**src/rtl/hist_collector.sv**
```systemverilog
// Raw intensity histogram builder: clears the external bin RAM, accumulates one
// frame with a forwarded read-modify-write pipeline, then lends the RAM to the reader.
//
// state       | meaning
// ST_CLEAR    | write 0 to every bin, one address per cycle
// ST_WAIT_SOF | drop pixels until a valid start-of-frame pixel arrives
// ST_ACCUM    | every valid pixel enters the RMW pipeline
// ST_FLUSH    | drop pixels, drain the pipeline, latch frame statistics
// ST_READY    | histogram complete, RAM read port belongs to the reader
module hist_collector #(
  parameter int ADDR_W   = 14,
  parameter int CNT_W    = 18,
  parameter int PIXCNT_W = 24
) (
  input  logic                clk,
  input  logic                arstn,
  input  logic [ADDR_W-1:0]   pix_data,
  input  logic                pix_valid,
  input  logic                pix_sof,
  input  logic                pix_eof,
  input  logic                raw_hist_upd,
  output logic                raw_hist_rdy,
  input  logic [ADDR_W-1:0]   rd_addr,
  output logic [CNT_W-1:0]    rd_dout,
  output logic [ADDR_W-1:0]   ram_rd_addr,
  input  logic [CNT_W-1:0]    ram_rd_dout,
  output logic                ram_we,
  output logic [ADDR_W-1:0]   ram_wr_addr,
  output logic [CNT_W-1:0]    ram_wr_din,
  output logic [PIXCNT_W-1:0] frame_pix_cnt,
  output logic                bin_sat
);

  localparam logic [ADDR_W-1:0]   ADDR_MAX = '1;
  localparam logic [CNT_W-1:0]    CNT_MAX  = '1;
  localparam logic [PIXCNT_W-1:0] PIX_MAX  = '1;

  typedef enum logic [2:0] {
    ST_CLEAR,
    ST_WAIT_SOF,
    ST_ACCUM,
    ST_FLUSH,
    ST_READY
  } state_t;

  state_t state, state_nxt;

  logic [ADDR_W-1:0]   clr_addr;
  logic                accept;
  logic                s1_valid;
  logic [ADDR_W-1:0]   s1_addr;
  logic [CNT_W-1:0]    s1_base;
  logic [CNT_W-1:0]    s1_inc;
  logic                s1_sat;
  logic                s3_valid;
  logic [ADDR_W-1:0]   s3_addr;
  logic [CNT_W-1:0]    s3_data;
  logic [PIXCNT_W-1:0] pix_cnt;
  logic                sat_flag;

  always_comb begin
    state_nxt = state;
    accept    = 1'b0;
    case (state)
      ST_CLEAR: begin
        if (clr_addr == ADDR_MAX) state_nxt = ST_WAIT_SOF;
      end
      ST_WAIT_SOF: begin
        if (pix_valid && pix_sof) begin
          accept    = 1'b1;
          state_nxt = pix_eof ? ST_FLUSH : ST_ACCUM;
        end
      end
      ST_ACCUM: begin
        if (pix_valid) begin
          accept = 1'b1;
          if (pix_eof) state_nxt = ST_FLUSH;
        end
      end
      ST_FLUSH: begin
        if (!s1_valid && !ram_we) state_nxt = ST_READY;
      end
      ST_READY: begin
        if (raw_hist_upd) state_nxt = ST_CLEAR;
      end
      default: state_nxt = ST_CLEAR;
    endcase
  end

  assign ram_rd_addr = (state == ST_READY) ? rd_addr : pix_data;
  assign rd_dout     = (state == ST_READY) ? ram_rd_dout : '0;

  // The RAM read is one edge behind the write-back, so the newest two writes
  // (S2 in flight, S3 just committed) must override stale read data.
  always_comb begin
    s1_base = ram_rd_dout;
    if (ram_we && (ram_wr_addr == s1_addr)) begin
      s1_base = ram_wr_din;
    end else if (s3_valid && (s3_addr == s1_addr)) begin
      s1_base = s3_data;
    end
    s1_sat = (s1_base == CNT_MAX);
    s1_inc = s1_sat ? s1_base : s1_base + CNT_W'(1);
  end

  always_ff @(posedge clk or negedge arstn) begin
    if (!arstn) begin
      state        <= ST_CLEAR;
      raw_hist_rdy <= 1'b0;
      clr_addr     <= '0;
    end else begin
      state        <= state_nxt;
      raw_hist_rdy <= (state_nxt == ST_READY);
      if (state == ST_CLEAR) clr_addr <= clr_addr + ADDR_W'(1);
      else                   clr_addr <= '0;
    end
  end

  always_ff @(posedge clk or negedge arstn) begin
    if (!arstn) begin
      s1_valid    <= 1'b0;
      s1_addr     <= '0;
      ram_we      <= 1'b0;
      ram_wr_addr <= '0;
      ram_wr_din  <= '0;
      s3_valid    <= 1'b0;
      s3_addr     <= '0;
      s3_data     <= '0;
    end else begin
      s1_valid <= accept;
      s1_addr  <= pix_data;
      if (state == ST_CLEAR) begin
        ram_we      <= 1'b1;
        ram_wr_addr <= clr_addr;
        ram_wr_din  <= '0;
      end else begin
        ram_we      <= s1_valid;
        ram_wr_addr <= s1_addr;
        ram_wr_din  <= s1_inc;
      end
      s3_valid <= ram_we;
      s3_addr  <= ram_wr_addr;
      s3_data  <= ram_wr_din;
    end
  end

  always_ff @(posedge clk or negedge arstn) begin
    if (!arstn) begin
      pix_cnt       <= '0;
      sat_flag      <= 1'b0;
      frame_pix_cnt <= '0;
      bin_sat       <= 1'b0;
    end else begin
      if (state == ST_CLEAR) begin
        pix_cnt  <= '0;
        sat_flag <= 1'b0;
      end else begin
        if (accept && (pix_cnt != PIX_MAX)) pix_cnt <= pix_cnt + PIXCNT_W'(1);
        if (s1_valid && s1_sat) sat_flag <= 1'b1;
      end
      if ((state == ST_FLUSH) && (state_nxt == ST_READY)) begin
        frame_pix_cnt <= pix_cnt;
        bin_sat       <= sat_flag;
      end
    end
  end

endmodule

```
**config.mk**
```make
export PLATFORM = sky130hd
export DESIGN_NAME = hist_collector
export DESIGN_NICKNAME = d
export VERILOG_FILES = /design/src/rtl/hist_collector.sv
export SDC_FILE = /design/constraint.sdc
export NUM_CORES = 1
export LEC_CHECK = 0
export CAP_MARGIN = 10
export CORE_MARGIN = 2
export CORE_UTILIZATION = 51
export DETAILED_ROUTE_END_ITERATION = 8
export MAX_ROUTING_LAYER = met4
export PLACE_DENSITY_LB_ADDON = 0.15
export SETUP_SLACK_MARGIN = 0.05
export SLEW_MARGIN = 20
export SYNTH_ARGS = -nofsm -noshare
export SYNTH_HDL_FRONTEND = slang
export SYNTH_SLANG_ARGS = --single-unit
```
**constraint.sdc**
```tcl
create_clock -name clk -period 4.4 [get_ports clk]
set_input_delay 0.88 -clock clk [delete_from_list [all_inputs] [get_ports clk]]
set_output_delay 0.88 -clock clk [all_outputs]
set_load 0.1 [all_outputs]
```
### After elaboration in Yosys (flattened, before gate mapping)

Index checks and enable logic that the tools add are counted.
W data, S select, Z words.

* bits in registers: 149
* input bits: 52

* $add $sub $neg: 3
* eq/ne operators: 10
* muxes and demuxes: 24
* reductions and logical operators: 12

Operators with widths (count)
* $mux W18: 5
* $mux W24: 2
* $mux W14: 3
* $eq A14 B14 Y1: 2
* $add A24 B1 Y24 const B: 1
* $ne A24 B24 Y1 const B: 1
* $add A18 B1 Y18 const B: 1
* $eq A18 B18 Y1 const B: 1
* $mux W3: 6
* $pmux W3 S5: 1
* $add A14 B1 Y14 const B: 1
* $eq A14 B14 Y1 const B: 1
* $logic_and A1 B1 Y1: 7
* $eq A3 B2 Y1 const B: 2
* $eq A3 B3 Y1 const B: 2
* $mux W1: 6
* $reduce_bool A2 Y1: 2
* $eq A3 B1 Y1 const B: 1
* $logic_not A3 Y1: 1
* $logic_not A1 Y1: 2
* $pmux W1 S2: 1

### Depth between registers and ports, before layout

* depth after elaboration: 8
* gate-level depth with buffers: 13

### Least setup slack after synthesis

OpenSTA, ideal clock, no wires.

* path type: register to register
* start: reg ram_wr_addr[11]
* end: reg ram_wr_din[5]
* data arrival time: 3299 ps
* required time: 4322 ps
* slack: 1023 ps
* cell stages (with the launch flop): 14
* buffers on the path: 2
* period minus slack after synthesis: 3377 ps
* cells stage by stage: dfrtp_1 -> xnor2_1 -> nor4bb_1 -> nand4bb_1 -> clkbuf_1 -> nor2_1 -> a21oi_2 -> ha_1 -> nor4b_2 -> and2_1 -> clkbuf_1 -> nand3_2 -> a31o_1 -> a21oi_1

* word-level cells in the longest chain between the ends: 6
* elaborated cells between the ends (all ways): 7

RTL lines
* from (decl): RTL line 28 `output logic [ADDR_W-1:0] ram_wr_addr,`
* from (signal assigned): RTL line 134 `ram_wr_addr <= clr_addr;`
* from (signal assigned): RTL line 138 `ram_wr_addr <= s1_addr;`
* $eq A14 B14 Y1 (*): RTL line 97 `if (ram_we && (ram_wr_addr == s1_addr)) begin`
* $logic_and A1 B1 Y1 (*): RTL line 97
* $mux W18 (*): RTL line 97
* $add A18 B1 Y18 / $eq A18 B18 Y1 (equally long branches): RTL line 103, 102
* $mux W18 (*): RTL line 103 `s1_inc = s1_sat ? s1_base : s1_base + CNT_W'(1);`
* $mux W18 (*): RTL line 132 `if (state == ST_CLEAR) begin`
* to (signal assigned): RTL line 139 `ram_wr_din <= s1_inc;`
* to (decl): RTL line 29 `output logic [CNT_W-1:0] ram_wr_din,`

Every way passes the cells marked *; elsewhere a longest branch is shown, timed or not.
A chain may end at the register's enable or synchronous reset.

### Worst setup path after layout

* start: reg s1_addr[3]
* end: reg ram_wr_din[5]

* word-level cells in the longest chain between the ends: 7
* elaborated cells between the ends (all ways): 10

RTL lines
* from (decl): RTL line 51 `logic [ADDR_W-1:0] s1_addr;`
* from (signal assigned): RTL line 131 `s1_addr <= pix_data;`
* $eq A14 B14 Y1: RTL line 99 `end else if (s3_valid && (s3_addr == s1_addr)) begin`
* $logic_and A1 B1 Y1: RTL line 99
* $mux W18: RTL line 99
* $mux W18 (*): RTL line 97
* $add A18 B1 Y18 / $eq A18 B18 Y1 (equally long branches): RTL line 103, 102
* $mux W18 (*): RTL line 103
* $mux W18 (*): RTL line 132

Marks and branches as above.

==> flow_summary.rst <==
.. list-table::
   :header-rows: 1

   * - Metric
     - Value
   * - Total via count after detailed routing
     - 5328
   * - CORE AREA
     - 13190 um2
   * - Switching fraction of total power
     - 21.59%
   * - Most frequent standard cell in the layout excluding fill and tap cells
     - sky130_fd_sc_hd__dfrtp_1
   * - Total power of the final layout
     - 3.139 mW
   * - Number of synthesized register bits
     - 149
   * - Post-layout net count
     - 832
   * - Number of nets produced by synthesis
     - 687
   * - Initial DRC count
     - 386
   * - Count of synthesis-stage warnings from yosys
     - 0
   * - Top fanout value on the critical path
     - 10
   * - Worst setup skew after layout
     - 0.005807 ns
   * - Detail Placement HPWL
     - 11870 um
   * - Area growth, synth to finish
     - 31.62%
   * - Total wire length after detailed routing
     - 16590 um
   * - Unrepaired setup endpoints after global routing
     - false
   * - Post-route DRC violation count
     - 0
   * - Antenna violations before repair
     - 0
   * - Combinational power share
     - 6.5%
   * - Critical Setup Path Class
     - register to register
   * - Die X
     - 120.2 um
   * - Number of buffers on the longest clock path
     - 2
   * - Internal power contribution
     - 2.462 mW
   * - Synthesized area per cell
     - 10.89 um2
   * - Standard-cell row count
     - 42
   * - Sort of element at the end of the critical path
     - register
   * - Average wire per standard cell
     - 17.19 um
   * - Root Buffer Master
     - sky130_fd_sc_hd__clkbuf_16
   * - Leak
     - 3.979 nW
   * - Dominant synthesized flop cell
     - sky130_fd_sc_hd__dfrtp_1
   * - IR drop worst, VDD
     - 242.4 uV
   * - Worst-case headroom to the max-slew limit
     - 33.23%
   * - Share of flip-flops with an asynchronous set or reset after synthesis
     - 100.0%
   * - Netlist area before placement
     - 6880 um2
   * - Number of enable-type register cells in the synthesized netlist
     - 0
   * - Pin count of the biggest net entering global routing
     - 121
   * - Status
     - complete, no violations
   * - Worst min path class
     - register to register
   * - Flop pwr share
     - 44.1%
   * - Power density relative to cell area
     - 346.7 nW/um2
   * - Slew at the pin with the worst max-slew slack
     - 0.9985 ns
   * - Post-CTS setup-driven buffer insertion count
     - 0
   * - Sequential element share of the synthesized area
     - 54.19%
   * - Post-Syn Instances
     - 632
   * - Post-synthesis cell type count
     - 55
   * - Die boundary height
     - 120.2 um
   * - Number of vias per cell
     - 5.521
   * - Final period utilization
     - 81.61%
   * - Global placement routability congestion
     - 0.9383
   * - TritonCTS clock tree
     - done
   * - Number of buffer cells added on primary ports
     - 142
   * - Number of diodes
     - 0
   * - Total Routing Usage GR
     - 24.75%
   * - Final sum of negative setup slack
     - 0 ns
   * - CP required
     - 4.74 ns
   * - Post-CTS sizing
     - 0
   * - Setup-failing EPs final
     - 0
   * - Clk slew on worst S/H paths
     - 0.06 ns
   * - First-pass iteration count of the detailed router
     - 5
   * - Final Hold Viols
     - 0
   * - Cts bufs inserted
     - 17
   * - Psw
     - 0.6778 mW
   * - Synth area leaders
     - sky130_fd_sc_hd__dfrtp_1 54%, sky130_fd_sc_hd__mux2_2 6.7%, sky130_fd_sc_hd__xnor2_1 4.8%
   * - Fraction of final layout cells with drive strength greater than 1
     - 16.22%
   * - Die outline area
     - 14440 um2
   * - Number of global-route vias before repair
     - 5416
   * - Yosys top cell by area
     - sky130_fd_sc_hd__dfrtp_1
   * - Remaining Overflow, GRT
     - 0
   * - Tmin final
     - 3.591 ns
   * - Starting density of the core
     - 52.16%
   * - Arrival time of data at the critical path endpoint
     - 3.93 ns
   * - First-pass GRT wire length
     - 26990 um
   * - I/O pin count
     - 143
   * - Critical path startpoint category
     - register
   * - Post-CTS Hold Buffers
     - 0
   * - Count of antenna-violating nets left after detailed routing
     - 0
   * - Highest-count cells in the layout ignoring fill and taps
     - 149 x sky130_fd_sc_hd__dfrtp_1, 109 x sky130_fd_sc_hd__clkdlybuf4s50_1, 75 x sky130_fd_sc_hd__nand2_1
   * - H-tree levels
     - 4
   * - Fmax
     - 0.2785 GHz
   * - Number of slew-limit violations in the final report
     - 0
   * - Area share of the largest cell type after synthesis
     - 54.19%
   * - Sinks on the clock net
     - 149
   * - Clock latency on the worst-skew pair
     - 0.42 ns
   * - MaxCap Viol Count
     - 0
   * - Proportion of power drawn by the clock network
     - 49.4%
worst max-delay path, cell delays in order, from the launching register on:
cell                      delay (ns)
sky130_fd_sc_hd__dfrtp_1        0.41
sky130_fd_sc_hd__xnor2_1        0.25
sky130_fd_sc_hd__nand4_1        0.22
sky130_fd_sc_hd__nor4_4         0.46
sky130_fd_sc_hd__buf_4          0.30
sky130_fd_sc_hd__mux2_2         0.36
sky130_fd_sc_hd__o21ai_0        0.50
sky130_fd_sc_hd__o211a_1        0.39
sky130_fd_sc_hd__nand3_2        0.21
sky130_fd_sc_hd__a31o_1         0.26
sky130_fd_sc_hd__a21oi_1        0.13
flip-flops by register name (all words and copies together) (netlist names):
name           cells
ram_we             1
clr_addr          14
s3_addr           14
ram_wr_din        18
state              3
bin_sat            1
s3_valid           1
sat_flag           1
ram_wr_addr       14
pix_cnt           24
s1_valid           1
raw_hist_rdy       1
s3_data           18
frame_pix_cnt     24
s1_addr           14
metal layers:
metal	track usage [%]	wire length [um]	vias to the layer above
li1	-	-	2489
met1	31.20	7041	2608
met2	40.13	8226	191
met3	4.420	955	40
met4	9.485	366	0
met5	-	0	-
path summary, 6_finish.rpt:
path / start / to / slack [ns] / depth (start not counted)
worst max-delay path: s1_addr[3] / ram_wr_din[5] / 0.81 / 10
worst min-delay path: ram_wr_din[15] / s3_data[15] / 0.41 / 0
worst max register to register: s1_addr[3] / ram_wr_din[5] / 0.81 / 10
worst min register to register: ram_wr_din[15] / s3_data[15] / 0.41 / 0
max in group asynchronous: arstn / s3_data[4] / 2.99 / 2
min in group asynchronous: arstn / frame_pix_cnt[3] / 0.58 / 1
synthesized netlist by cell type, types with 4 or more instances:
cell	instances
sky130_fd_sc_hd__nand2b_1	6
sky130_fd_sc_hd__mux2_2	41
sky130_fd_sc_hd__nor3_1	6
sky130_fd_sc_hd__clkbuf_1	22
sky130_fd_sc_hd__and3_1	8
sky130_fd_sc_hd__and2_1	26
sky130_fd_sc_hd__o21ai_0	21
sky130_fd_sc_hd__nor2_1	63
sky130_fd_sc_hd__a21oi_1	18
sky130_fd_sc_hd__xnor2_1	38
sky130_fd_sc_hd__xor2_1	29
sky130_fd_sc_hd__a31oi_1	4
sky130_fd_sc_hd__and4_1	7
sky130_fd_sc_hd__or3_1	5
sky130_fd_sc_hd__nand4_1	19
sky130_fd_sc_hd__nand2_1	75
sky130_fd_sc_hd__a211oi_1	4
sky130_fd_sc_hd__mux2i_1	19
sky130_fd_sc_hd__nand3_1	23
sky130_fd_sc_hd__dfrtp_1	149
power by group through the flow:
stage                     registers, mW  logic (mW)  clock network [mW]
final                              1.39       0.205                1.55
after global placement             1.41       0.201                   0
after global routing               1.39       0.220                1.61
after floorplan                    1.41       0.103                   0
after detailed placement           1.41       0.205                   0
after CTS                          1.39       0.206                1.56
final cells by class:
class                   count  area (um2)
clock buffers              23       488.0
clock inverters             8       146.4
fillers                  1010        4134
inverters                   3       11.26
multi-input cells         455        3049
flip-flops and latches    149        3729
well taps                 176       220.2
repair buffers            151        1413
logic make-up after synthesis:
kind of cell	share of synthesized area, %
buffers and inverters	1.673
muxes	9.474
adders and majority gates	0.5456
and+or+nand+nor	19.09
AOI/OAI and AO/OA	6.492
xor gates and xnor gates	8.529
DFF	54.19
per-stage QoR:
step	utilization, %	instance area (um2)	cells	worst slack, ns	hold slack, ns
6_report	68.66	9056	965	0.8091	0.4062
5_1_grt	68.66	9056	965	0.6261	0.4218
4_1_cts	68.64	9054	965	0.9105	0.4070
3_5_place_dp	63.83	8419	934	0.9690	0.3916
3_3_place_gp	63.83	8419	934	1.058	0.3889
2_1_floorplan	-	6880	632	1.023	0.4544
No activity file was read; power rests on OpenSTA's default activity.
